<file path="config.mk">
export PLATFORM = sky130hd
export DESIGN_NAME = lcd_bus_writer_flat
export DESIGN_NICKNAME = d
export VERILOG_FILES = /design/src/rtl/lcd_bus_writer_if.sv /design/src/rtl/lcd_bus_writer.sv /design/src/flat_wrapper.sv
export SDC_FILE = /design/constraint.sdc
export NUM_CORES = 1
export LEC_CHECK = 0
export ABC_AREA = 1
export CAP_MARGIN = 20
export CORE_MARGIN = 8
export CORE_UTILIZATION = 57
export CTS_CLUSTER_SIZE = 8
export DETAILED_ROUTE_END_ITERATION = 12
export DONT_BUFFER_PORTS = 1
export PLACE_DENSITY_LB_ADDON = 0.05
export REMOVE_ABC_BUFFERS = 1
export SETUP_SLACK_MARGIN = 0.02
export SLEW_MARGIN = 0
export SYNTH_ARGS = -nofsm -noshare
export SYNTH_HDL_FRONTEND = slang
export SYNTH_SLANG_ARGS = --single-unit
</file>
<file path="constraint.sdc">
create_clock -name clk_i -period 2 [get_ports clk_i]
set_clock_uncertainty 0.05 [all_clocks]
set_input_delay 0.4 -clock clk_i [delete_from_list [all_inputs] [get_ports clk_i]]
set_output_delay 0.4 -clock clk_i [all_outputs]
set_load 0.005 [all_outputs]
</file>
<file path="src/rtl/lcd_bus_writer_if.sv">
// Symbol input handshake and HD44780-style write bus of lcd_bus_writer.
// A symbol transfers on a rising clk edge where data_valid_i=1 and ready_o=1; with ready_o=0 the inputs are ignored.
interface lcd_bus_writer_if;
  logic [8:0] data_i;
  logic       data_valid_i;
  logic       ready_o;
  logic       lcd_rs_o;
  logic       lcd_rw_o;
  logic       lcd_e_o;
  logic [7:0] lcd_db_o;

  modport master (
    output data_i, data_valid_i,
    input  ready_o, lcd_rs_o, lcd_rw_o, lcd_e_o, lcd_db_o
  );

  modport slave (
    input  data_i, data_valid_i,
    output ready_o, lcd_rs_o, lcd_rw_o, lcd_e_o, lcd_db_o
  );
endinterface

</file>
<file path="src/rtl/lcd_bus_writer.sv">
// Write-only HD44780 bus sequencer: setup, E pulse, hold, then an execution wait per symbol.
// Define LCD_NIBBLE_MODE_EN to drive the bus in 4-bit mode (two E pulses per symbol, one wait).
module lcd_bus_writer #(
  parameter int SETUP_CYC    = 4,
  parameter int E_HIGH_CYC   = 25,
  parameter int HOLD_CYC     = 4,
  parameter int CMD_WAIT_CYC = 4000,
  parameter int CLR_WAIT_CYC = 160000,
  parameter int CNT_W        = 20
) (
  input  logic             clk_i,
  input  logic             rst_i,
  lcd_bus_writer_if.slave  bus,
  output logic [2:0]       state_o
);

  typedef enum logic [2:0] {
    S_IDLE  = 3'd0,
    S_SETUP = 3'd1,
    S_EHIGH = 3'd2,
    S_HOLD  = 3'd3,
    S_WAIT  = 3'd4
  } state_t;

  // A zero-length phase still occupies one cycle.
  localparam int SETUP_N = (SETUP_CYC    > 1) ? SETUP_CYC    : 1;
  localparam int EHIGH_N = (E_HIGH_CYC   > 1) ? E_HIGH_CYC   : 1;
  localparam int HOLD_N  = (HOLD_CYC     > 1) ? HOLD_CYC     : 1;
  localparam int CMD_N   = (CMD_WAIT_CYC > 1) ? CMD_WAIT_CYC : 1;
  localparam int CLR_N   = (CLR_WAIT_CYC > 1) ? CLR_WAIT_CYC : 1;

  localparam logic [CNT_W-1:0] SETUP_LAST = CNT_W'(SETUP_N - 1);
  localparam logic [CNT_W-1:0] EHIGH_LAST = CNT_W'(EHIGH_N - 1);
  localparam logic [CNT_W-1:0] HOLD_LAST  = CNT_W'(HOLD_N - 1);
  localparam logic [CNT_W-1:0] CMD_LAST   = CNT_W'(CMD_N - 1);
  localparam logic [CNT_W-1:0] CLR_LAST   = CNT_W'(CLR_N - 1);

  state_t           state_q, state_d;
  logic [CNT_W-1:0] cnt_q, cnt_d;
  logic             ready_q, ready_d;
  logic             e_q, e_d;
  logic             rs_q, rs_d;
  logic [7:0]       db_q, db_d;
  logic             clr_q, clr_d;
`ifdef LCD_NIBBLE_MODE_EN
  logic             phase_q, phase_d;
  logic [3:0]       lo_q, lo_d;
`endif

  logic [CNT_W-1:0] wait_last;
  assign wait_last = clr_q ? CLR_LAST : CMD_LAST;

  always_comb begin
    state_d = state_q;
    cnt_d   = cnt_q;
    ready_d = ready_q;
    e_d     = e_q;
    rs_d    = rs_q;
    db_d    = db_q;
    clr_d   = clr_q;
`ifdef LCD_NIBBLE_MODE_EN
    phase_d = phase_q;
    lo_d    = lo_q;
`endif
    case (state_q)
      S_IDLE: begin
        // ready rises on the first edge in IDLE, including the one after reset.
        ready_d = 1'b1;
        if (ready_q && bus.data_valid_i) begin
          state_d = S_SETUP;
          cnt_d   = '0;
          ready_d = 1'b0;
          rs_d    = bus.data_i[8];
          // Clear display (0x01) and return home (0x02/0x03) need the long wait.
          clr_d   = !bus.data_i[8] && (bus.data_i[7:2] == 6'b000000);
`ifdef LCD_NIBBLE_MODE_EN
          db_d    = {bus.data_i[7:4], 4'h0};
          lo_d    = bus.data_i[3:0];
          phase_d = 1'b0;
`else
          db_d    = bus.data_i[7:0];
`endif
        end
      end
      S_SETUP: begin
        if (cnt_q == SETUP_LAST) begin
          state_d = S_EHIGH;
          cnt_d   = '0;
          e_d     = 1'b1;
        end else begin
          cnt_d = cnt_q + CNT_W'(1);
        end
      end
      S_EHIGH: begin
        if (cnt_q == EHIGH_LAST) begin
          state_d = S_HOLD;
          cnt_d   = '0;
          e_d     = 1'b0;
        end else begin
          cnt_d = cnt_q + CNT_W'(1);
        end
      end
      S_HOLD: begin
        if (cnt_q == HOLD_LAST) begin
          cnt_d = '0;
`ifdef LCD_NIBBLE_MODE_EN
          if (!phase_q) begin
            state_d = S_SETUP;
            phase_d = 1'b1;
            db_d    = {lo_q, 4'h0};
          end else begin
            state_d = S_WAIT;
          end
`else
          state_d = S_WAIT;
`endif
        end else begin
          cnt_d = cnt_q + CNT_W'(1);
        end
      end
      S_WAIT: begin
        if (cnt_q == wait_last) begin
          state_d = S_IDLE;
          cnt_d   = '0;
          ready_d = 1'b1;
        end else begin
          cnt_d = cnt_q + CNT_W'(1);
        end
      end
      default: begin
        state_d = S_IDLE;
        cnt_d   = '0;
        e_d     = 1'b0;
        ready_d = 1'b0;
      end
    endcase
  end

  always_ff @(posedge clk_i or posedge rst_i) begin
    if (rst_i) begin
      state_q <= S_IDLE;
      cnt_q   <= '0;
      ready_q <= 1'b0;
      e_q     <= 1'b0;
      rs_q    <= 1'b0;
      db_q    <= 8'h00;
      clr_q   <= 1'b0;
`ifdef LCD_NIBBLE_MODE_EN
      phase_q <= 1'b0;
      lo_q    <= 4'h0;
`endif
    end else begin
      state_q <= state_d;
      cnt_q   <= cnt_d;
      ready_q <= ready_d;
      e_q     <= e_d;
      rs_q    <= rs_d;
      db_q    <= db_d;
      clr_q   <= clr_d;
`ifdef LCD_NIBBLE_MODE_EN
      phase_q <= phase_d;
      lo_q    <= lo_d;
`endif
    end
  end

  assign bus.ready_o  = ready_q;
  assign bus.lcd_e_o  = e_q;
  assign bus.lcd_rs_o = rs_q;
  assign bus.lcd_db_o = db_q;
  assign bus.lcd_rw_o = 1'b0;
  assign state_o      = state_q;

`ifndef SYNTHESIS
  // The counter must reach every phase length without wrapping.
  localparam longint CNT_LIMIT = longint'(1) << CNT_W;
  localparam bit CFG_OK = (longint'(SETUP_CYC) < CNT_LIMIT) && (longint'(E_HIGH_CYC) < CNT_LIMIT) &&
                          (longint'(HOLD_CYC) < CNT_LIMIT) && (longint'(CMD_WAIT_CYC) < CNT_LIMIT) &&
                          (longint'(CLR_WAIT_CYC) < CNT_LIMIT);
  always_ff @(posedge clk_i) begin
    cfg_range_check: assert (CFG_OK)
      else $error("lcd_bus_writer: a timing parameter does not fit in CNT_W bits");
  end
`endif

endmodule
</file>
<file path="src/flat_wrapper.sv">
// flat-port wrapper written by rule: the top's interface ports become plain ports
module lcd_bus_writer_flat 
#(
  parameter int SETUP_CYC    = 4,
  parameter int E_HIGH_CYC   = 25,
  parameter int HOLD_CYC     = 4,
  parameter int CMD_WAIT_CYC = 4000,
  parameter int CLR_WAIT_CYC = 160000,
  parameter int CNT_W        = 20
)
  (clk_i, rst_i, state_o, bus_data_i, bus_data_valid_i, bus_ready_o, bus_lcd_rs_o, bus_lcd_rw_o, bus_lcd_e_o, bus_lcd_db_o);
  lcd_bus_writer_if bus_i ();
  input  logic clk_i;
  input  logic rst_i;
  output logic [2:0] state_o;
  input wire logic [$bits(bus_i.data_i)-1:0] bus_data_i;
  input wire logic [$bits(bus_i.data_valid_i)-1:0] bus_data_valid_i;
  output wire logic [$bits(bus_i.ready_o)-1:0] bus_ready_o;
  output wire logic [$bits(bus_i.lcd_rs_o)-1:0] bus_lcd_rs_o;
  output wire logic [$bits(bus_i.lcd_rw_o)-1:0] bus_lcd_rw_o;
  output wire logic [$bits(bus_i.lcd_e_o)-1:0] bus_lcd_e_o;
  output wire logic [$bits(bus_i.lcd_db_o)-1:0] bus_lcd_db_o;
  assign bus_i.data_i = bus_data_i;
  assign bus_i.data_valid_i = bus_data_valid_i;
  assign bus_ready_o = bus_i.ready_o;
  assign bus_lcd_rs_o = bus_i.lcd_rs_o;
  assign bus_lcd_rw_o = bus_i.lcd_rw_o;
  assign bus_lcd_e_o = bus_i.lcd_e_o;
  assign bus_lcd_db_o = bus_i.lcd_db_o;
  lcd_bus_writer #(.SETUP_CYC(SETUP_CYC), .E_HIGH_CYC(E_HIGH_CYC), .HOLD_CYC(HOLD_CYC), .CMD_WAIT_CYC(CMD_WAIT_CYC), .CLR_WAIT_CYC(CLR_WAIT_CYC), .CNT_W(CNT_W)) u_core (.clk_i(clk_i), .rst_i(rst_i), .bus(bus_i), .state_o(state_o));
endmodule
</file>
==> results.json, run 1 <==
{
  "status": "finished clean",
  "critical-path-top-delay-family": "simple AND/OR/NAND/NOR gates",
  "final_cell_mix": "102 x nand2_1, 39 x inv_1, 38 x nor2_1",
  "final_nets": 341,
  "cts.sinks": 35,
  "initial_core_util": 0.5977,
  "grt-ovfl-total": 0,
  "path_max_fanout": 7,
  "crit_top_cell": "nand2_1",
  "synth_top_area_share": 0.3973,
  "ys_ff_latch": 35,
  "total_power_mw": 2.610,
  "numCtsBuffers": 5,
  "required_ps": 2140,
  "ys_seq_area_frac": 0.3973,
  "avgSynthCellArea_um2": 6.804,
  "first_pass_iters": 5,
  "postLayoutCellArea_um2": 2333,
  "crit_chain": "ha_1 -> nand2_1 -> nor2_2 -> nand3_1 -> nor2_1 -> nand2_1 -> nand2_4 -> nand3_2 -> nand2_1 -> nand2_1",
  "grt_pass1_wl_um": 8542,
  "share_seq_of_total_power": 0.399,
  "clk-insertion-delay-late_ps": 290,
  "num_rows": 22,
  "final_common_cell": "nand2_1",
  "power.share.combinational": 0.404,
  "antenna_found_initial": 0,
  "cts_resized": 0,
  "place_inst": 367,
  "yosys.area.top_type": "dfrtp_1",
  "yosysUniqueCellTypes": 30,
  "p_int_mw": 1.422,
  "holdWs_ps": 38.84,
  "fin_util": 0.6326,
  "place_area_um2": 2235,
  "swShare": 0.4551,
  "grt_pass1_vias": 1900,
  "fmaxAchievable_ghz": 0.5481,
  "drive_gt1_frac": 0.08841,
  "path_class": "flop to flop",
  "postSynthCellCount": 324,
  "setup_slack_ps": 175.4,
  "routed_wirelength_um": 5040,
  "chipWidth_um": 78.19,
  "ir_worst_vdd_uv": 1078,
  "cts_tree": "done",
  "antennaDiodeCount": 0,
  "drc": 0,
  "rsz0062_at_grt": "false",
  "final_hold_viol_count": 0,
  "syn_area_um2": 2205,
  "die_height_um": 78.19,
  "core_um2": 3689,
  "slew_violations": 0,
  "wl_per_cell_um": 13.40,
  "grt_max_degree": 36,
  "dieArea_um2": 6114,
  "synth_top_cells_by_area": "dfrtp_1 40%, nand2_1 17%, inv_1 6.6%, nand3_1 6.6%, nor2_1 6.5%",
  "hpwl_um": 3707,
  "ios": 27,
  "gp_congestion": 0.9305,
  "fin_crit_ps": 1825,
  "syn_to_final_growth_pct": 5.846,
  "hold_path.class": "input pin to async pin",
  "worst-path-buf-inv": 0,
  "vias": 2020,
  "io_buffers": 0,
  "p_leak_nw": 1.160,
  "grt_usage": 0.1703,
  "final_cells": 376,
  "drt_iter0_markers": 150,
  "ys_warn_count": 0,
  "vias_per_cell": 5.372,
  "cts.htree.levels": 2,
  "period_share": 0.9123,
  "clock_path_buffers": 2,
  "root_buffer": "clkbuf_8",
  "critPathLaunchType": "flop",
  "p_per_area_nw_per_um2": 1119,
  "worstPathArrival_ps": 1960,
  "path_clk_slew_ps": 70,
  "ant_nets": 0,
  "pwr-share-clk": 0.197,
  "post-cts-setup-buffer-count": 0,
  "setup_viol": 0,
  "cp_slowest_cell": "dfrtp_1",
  "setup-tns-final_ps": 0,
  "pre_cts_ws_ps": 191.2,
  "maxCapViolations": 0,
  "worstSetupEndpointType": "flop",
  "critical-path-max-stage-delay_ps": 400,
  "p_sw_mw": 1.188
}
## cells by family (layout without fill, tap and decap cells)
kind of cell             after synthesis  in the layout  share of synthesized area
adder cells (fa/ha/maj)                2              2                    0.01135
flip-flops                            35             35                     0.3973
other                                  1              1                   0.001701
XOR/XNOR                               4              4                    0.01589
AO/OA/AOI/OAI                         34             34                    0.08400
AND/OR/NAND/NOR                      199            200                     0.3961
buffers and inverters                 49             52                    0.09364
## path summary, 6_finish.rpt
path | slack [ps] | start | cells after the start | to
worst max-delay path | 180 | u_core.cnt_q[0] | 10 | u_core.cnt_q[1]
worst min-delay path | 40 | rst_i | 2 | u_core.cnt_q[16]
worst max register to register | 180 | u_core.cnt_q[0] | 10 | u_core.cnt_q[1]
worst min register to register | 470 | u_core.bus.lcd_db_o[1] | 2 | u_core.bus.lcd_db_o[1]
max in group asynchronous | 1540 | rst_i | 2 | u_core.cnt_q[10]
min in group clk_i | 170 | bus_data_i[0] | 2 | u_core.bus.lcd_db_o[0]
## registers in the layout, indices dropped and copies added, names as in the netlist
signal,flops
u_core.bus.lcd_e_o,1
u_core.bus.lcd_rs_o,1
u_core.clr_q,1
u_core.state_o,3
u_core.bus.lcd_db_o,8
u_core.cnt_q,20
u_core.bus.ready_o,1
## what timing repair did
item | in CTS | in global routing
endpoints found under the hold margin | 0 | 0
endpoints found under the setup margin | 0 | 2
hold buffers | 0 | 0
## cell usage after synthesis
library cell and number:
nand4_1 8, clkbuf_1 1, xor2_1 2, ha_1 2, o2111ai_1 1, buf_6 1, xnor2_1 2, buf_2 3
o211ai_1 1, nand2_1 102, nand3_4 1, nor2_1 38, nand3_2 1, nor2_2 7, nor3_1 7, nand2_2 4
o21bai_1 1, dfrtp_1 35, nand3_1 29, nor3_2 1, o21a_1 1, o21ai_0 22, o21ai_1 1, conb_1 1
o32ai_1 1, a21oi_1 6, nand2_4 1, inv_2 2, buf_4 3, inv_1 39
## final cells by class
cell class,instances,area (um^2)
Clock buffer,5,68.82
Clock inverter,3,20.02
Fill cell,354,1355
Inverter,41,153.9
Multi-Input combinational cell,241,1132
Sequential cell,35,875.8
Tap cell,48,60.06
Timing Repair Buffer,3,22.52
## metal layers
layer,vias up,global-route usage,routed length (um),share of wire
met5,-,0,0,0
met4,0,0.06111,60,0.012
met3,6,0.04442,253,0.050
met2,49,0.2784,2392,0.47
met1,932,0.2115,2335,0.46
li1,1033,-,-,-
## worst register-to-register path, stage by stage (launching register included)
cell	delay, ps
dfrtp_1	400
ha_1	220
nand2_1	90
nor2_2	150
nand3_1	90
nor2_1	130
nand2_1	110
nand2_4	130
nand3_2	190
nand2_1	110
nand2_1	50
## power groups by stage
stage	combinational [mW]	sequential, mW	clock [mW]
finish	1.05	1.04	0.515
global route	1.21	1.07	0.556
CTS	1.02	1.05	0.524
detailed placement	1.01	1.06	0
global placement	0.996	1.06	0
floorplan	0.768	1.01	0
(Power assumes the default switching activity.)
==> run 2, diff against run 1 <==
--- a/config.mk
+++ b/config.mk
@@ -13,7 +13,6 @@
 export DETAILED_ROUTE_END_ITERATION = 12
 export DONT_BUFFER_PORTS = 1
 export PLACE_DENSITY_LB_ADDON = 0.05
-export REMOVE_ABC_BUFFERS = 1
 export SETUP_SLACK_MARGIN = 0.02
 export SLEW_MARGIN = 0
 export SYNTH_ARGS = -nofsm -noshare
==> run 2 against run 1 <==
  * Combinational power barely moved
  * Via count stayed put
  * Final area rose by 1.0%
  * Maximum frequency barely moved
  * Worst setup slack worse by 0.66 ps
  * Sequential share of layout area is 0.38 points lower
  * Non-clock buffer count unchanged
  * Global-route usage is 0.079 points higher
  * Sequential power about the same
  * Utilization grew 0.64 points
  * Largest cell class unchanged
  * Largest power group unchanged
==> results.json, run 2 (synthesis results as in run 1) <==
{
  "status": "finished clean",
  "clock_path_buffers": 2,
  "wl_per_cell_um": 13.94,
  "drt_iter0_markers": 180,
  "gp_congestion": 0.9356,
  "required_ps": 2130,
  "grt-ovfl-total": 0,
  "cts_tree": "done",
  "period_share": 0.9126,
  "synthesis.nets": 338,
  "drc": 0,
  "hold_path.class": "input pin to async pin",
  "vias": 2020,
  "hpwl_um": 3768,
  "grt_max_degree": 36,
  "cts.htree.levels": 2,
  "syn_to_final_growth_pct": 6.924,
  "vias_per_cell": 5.372,
  "worstPathArrival_ps": 1960,
  "worstSetupEndpointType": "flop",
  "ant_nets": 0,
  "total_power_mw": 2.755,
  "initial_core_util": 0.5977,
  "routed_wirelength_um": 5240,
  "p_leak_nw": 1.178,
  "path_class": "flop to flop",
  "drive_gt1_frac": 0.08841,
  "post-cts-setup-buffer-count": 0,
  "ios": 27,
  "core_um2": 3689,
  "path_clk_slew_ps": 80,
  "holdWs_ps": 35.93,
  "largest-register": "u_core.cnt_q",
  "grt_pass1_wl_um": 8507,
  "slew_violations": 0,
  "ir_worst_vdd_uv": 883.2,
  "final_nets": 341,
  "p_per_area_nw_per_um2": 1169,
  "die_height_um": 78.19,
  "final_hold_viol_count": 0,
  "cts.hold.buffers_added": 0,
  "root_buffer": "clkbuf_8",
  "final_cell_mix": "102 x nand2_1, 39 x inv_1, 38 x nor2_1",
  "antennaDiodeCount": 0,
  "setup_viol": 0,
  "critPathLaunchType": "flop",
  "fin_crit_ps": 1825,
  "cts.sinks": 35,
  "numCtsBuffers": 5,
  "chipWidth_um": 78.19,
  "antenna_found_initial": 0,
  "io_buffers": 0,
  "fmaxAchievable_ghz": 0.5479,
  "path_max_fanout": 7,
  "clk-insertion-delay-late_ps": 290,
  "largest_reg_flops": 20,
  "grt_usage": 0.1711,
  "final.fill_count": 361,
  "final_common_cell": "nand2_1",
  "maxCapViolations": 0,
  "dieArea_um2": 6114,
  "rsz0062_at_grt": "true",
  "cts_resized": 0,
  "first_pass_iters": 4,
  "grt_pass1_vias": 1842,
  "setup-tns-final_ps": 0,
  "num_rows": 22
}
run 2: path summary, 6_finish.rpt:
path,start,endpoint,slack [ps],depth (start not counted)
min,rst_i,u_core.cnt_q[4],40,2
min in group clk_i,bus_data_i[0],u_core.bus.lcd_db_o[0],180,2
min reg2reg,u_core.bus.lcd_db_o[0],u_core.bus.lcd_db_o[0],460,2
max in group asynchronous,rst_i,u_core.cnt_q[9],1540,2
max,u_core.cnt_q[12],u_core.cnt_q[0],170,8
max reg2reg,u_core.cnt_q[12],u_core.cnt_q[0],170,8
run 2: metrics by stage:
stage	cells	area, um^2	utilization	worst slack (ps)
2_1_floorplan	324	2205	-	379.7
3_3_place_gp	367	2235	0.6058	245.5
3_5_place_dp	367	2235	0.6058	199.7
4_1_cts	375	2347	0.6364	192.0
5_1_grt	376	2357	0.6391	4.058
6_report	376	2357	0.6391	174.7
run 2: critical path, stage by stage (launching register included):
cell and delay [ps]:
dfrtp_1 460, nor2_1 210, nand3_1 110, nor2_2 150
nand3_1 150, nand2_2 210, nand3_2 220, nand2_1 110
nand2_1 50
run 2: per-layer routing:
metal,part of all wire,GRT usage,vias to the layer above,routed length (um)
met5,0,0,-,0
met4,0.017,0.08148,0,90
met3,0.049,0.02961,7,256
met2,0.49,0.2858,44,2558
met1,0.45,0.2088,936,2335
li1,-,-,1033,-
run 2: final cells by class:
type / count / area (um^2) / share of cell area
timing repair buffer: 3 / 22.52 / 0.009554
multi-input combinational: 241 / 1132 / 0.4804
clock buffer: 5 / 68.82 / 0.02919
tap: 48 / 60.06 / 0.02548
inverter: 41 / 153.9 / 0.06529
sequential: 35 / 875.8 / 0.3716
clock inverter: 3 / 43.79 / 0.01858
run 2: power breakdown:
group | total (mW) | leakage (nW) | internal, mW | switching [mW]
registers | 1.04 | 0.465 | 0.874 | 0.170
clock network | 0.650 | 0.0581 | 0.371 | 0.279
logic | 1.06 | 0.655 | 0.305 | 0.756
total | 2.76 | 1.18 | 1.55 | 1.21
==> run 3, diff against run 2 <==
==> constraint.sdc (replaced) <==
create_clock -name clk_i -period 2 [get_ports clk_i]
set_clock_uncertainty 0.05 [all_clocks]
set_input_delay 0.4 -clock clk_i [delete_from_list [all_inputs] [get_ports clk_i]]
set_output_delay 0.4 -clock clk_i [all_outputs]
set_load 0.02 [all_outputs]
==> run 3 against run 2 <==
  * Utilization up 0.41 points
  * Flip-flop and latch count did not move
  * Routed wire length is 1.3% higher
  * Global-route usage increased by 0.17 points
  * Worst setup slack lost 3.0 ps
  * Largest power group is now registers
  * Non-clock buffer count up 1
  * Clock-buffer cell count did not move
  * Register-to-register slack hardly changed
==> results.json, run 3 (synthesis results as in run 1) <==
{
  "slew_violations": 0,
  "final_hold_viol_count": 0,
  "ant_nets": 0,
  "final_cell_mix": "101 x nand2_1, 39 x inv_1, 38 x nor2_1",
  "cts.htree.levels": 2,
  "period_share": 0.9142,
  "grt_pass1_wl_um": 8583,
  "setup_viol": 0,
  "p_leak_nw": 1.184,
  "dieArea_um2": 6114,
  "cts_tree": "done",
  "drive_gt1_frac": 0.09422,
  "vias_per_cell": 5.361,
  "grt_pass1_vias": 1846,
  "rr_endpoint": "u_core.cnt_q[1]",
  "critPathLaunch": "u_core.cnt_q[0]",
  "setup-tns-final_ps": 0,
  "worstPathArrival_ps": 1970,
  "cts_resized": 0,
  "post-cts-setup-buffer-count": 0,
  "synthesis.nets": 338,
  "largest-register": "u_core.cnt_q",
  "cts.hold.buffers_added": 0,
  "io_buffers": 0,
  "final_common_cell": "nand2_1",
  "required_ps": 2140,
  "timing.rr.start": "u_core.cnt_q[0]",
  "drc": 0,
  "final_nets": 342,
  "fmaxAchievable_ghz": 0.5469,
  "chipWidth_um": 78.19,
  "routed_wirelength_um": 5310,
  "antenna_found_initial": 0,
  "r2r_slack_ps": 170,
  "ir_worst_vdd_uv": 991.1,
  "syn_to_final_growth_pct": 7.605,
  "p_int_mw": 1.568,
  "crit_end": "u_core.cnt_q[1]",
  "initial_core_util": 0.5977,
  "grt-ovfl-total": 0,
  "swShare": 0.4664,
  "share_seq_of_total_power": 0.407,
  "critPathLaunchType": "flop",
  "drt_iter0_markers": 166,
  "p_sw_mw": 1.371,
  "grt_max_degree": 36,
  "postLayoutCellArea_um2": 2372,
  "status": "finished clean",
  "final.fill_count": 362,
  "hold_path.class": "input pin to async pin",
  "wl_per_cell_um": 14.08,
  "num_rows": 22,
  "p_per_area_nw_per_um2": 1239,
  "place_area_um2": 2242,
  "clk-insertion-delay-late_ps": 290,
  "holdWs_ps": 32.77,
  "ff2ff_path_depth": 10,
  "power.share.combinational": 0.372,
  "path_class": "flop to flop",
  "fin_util": 0.6431,
  "grt_usage": 0.1728,
  "antennaDiodeCount": 0,
  "fin_crit_ps": 1828,
  "pwr-share-clk": 0.220,
  "rsz0062_at_grt": "false",
  "vias": 2021,
  "seqCellArea_um2": 875.8,
  "root_buffer": "clkbuf_8",
  "clock_path_buffers": 2,
  "hpwl_um": 3764,
  "cts.sinks": 35,
  "multi_input_area_um2": 1140,
  "path_max_fanout": 7,
  "path_clk_slew_ps": 70,
  "die_height_um": 78.19,
  "largest_reg_flops": 20,
  "core_um2": 3689,
  "first_pass_iters": 5,
  "maxCapViolations": 0,
  "numCtsBuffers": 5,
  "worstSetupEndpointType": "flop",
  "gp_congestion": 0.9405,
  "ios": 27
}
run 3: cell count changes in the layout (fill, tap and decap cells not counted), sizes merged:
cell,before,now
buf,3,4
run 3: worst min-delay path by stage:
stage	endpoint	cells after the start	start
floorplan	u_core.cnt_q[1]	2	u_core.cnt_q[1]
global placement	u_core.state_o[2]	2	rst_i
detailed placement	u_core.state_o[1]	2	rst_i
CTS	u_core.state_o[1]	2	rst_i
global route	u_core.state_o[1]	2	rst_i
finish	u_core.state_o[1]	2	rst_i
run 3: worst max-delay path, cell delays in order, from the launching register on:
cell and delay, ps:
dfrtp_1 410, ha_1 220, nand2_1 90, nor2_2 150
nand3_1 90, nor2_1 110, nand2_1 120, nand2_4 140
nand3_2 190, nand2_1 100, nand2_1 50
run 3: layout make-up:
type                    count  share of cell area
well taps                  48             0.02532
flip-flops and latches     35              0.3692
clock inverters             3             0.01846
clock buffers               5             0.02901
multi-input cells         241              0.4805
repair buffers              4             0.01266
inverters                  41             0.06487
run 3: power by group through the flow:
stage	registers, mW	logic (mW)	clock network (mW)
2_1_floorplan	1.16	0.838	0
3_3_place_gp	1.21	1.01	0
3_5_place_dp	1.22	1.03	0
4_1_cts	1.20	1.03	0.659
5_1_grt	1.22	1.23	0.681
6_report	1.20	1.09	0.648
run 3: per-layer routing:
metal  GRT usage  wire length (um)  share of wire
met5           0                 0              0
met4     0.08889                90          0.017
met3     0.03872               295          0.056
met2      0.2767              2589           0.49
met1      0.2131              2335           0.44
run 3: metrics by stage:
step,worst slack (ps),cells,total power [mW]
after floorplan,379.7,324,1.999
after global placement,245.9,368,2.224
after detailed placement,181.0,368,2.248
after CTS,175.2,376,2.895
after global routing,14.88,377,3.128
final,171.7,377,2.939
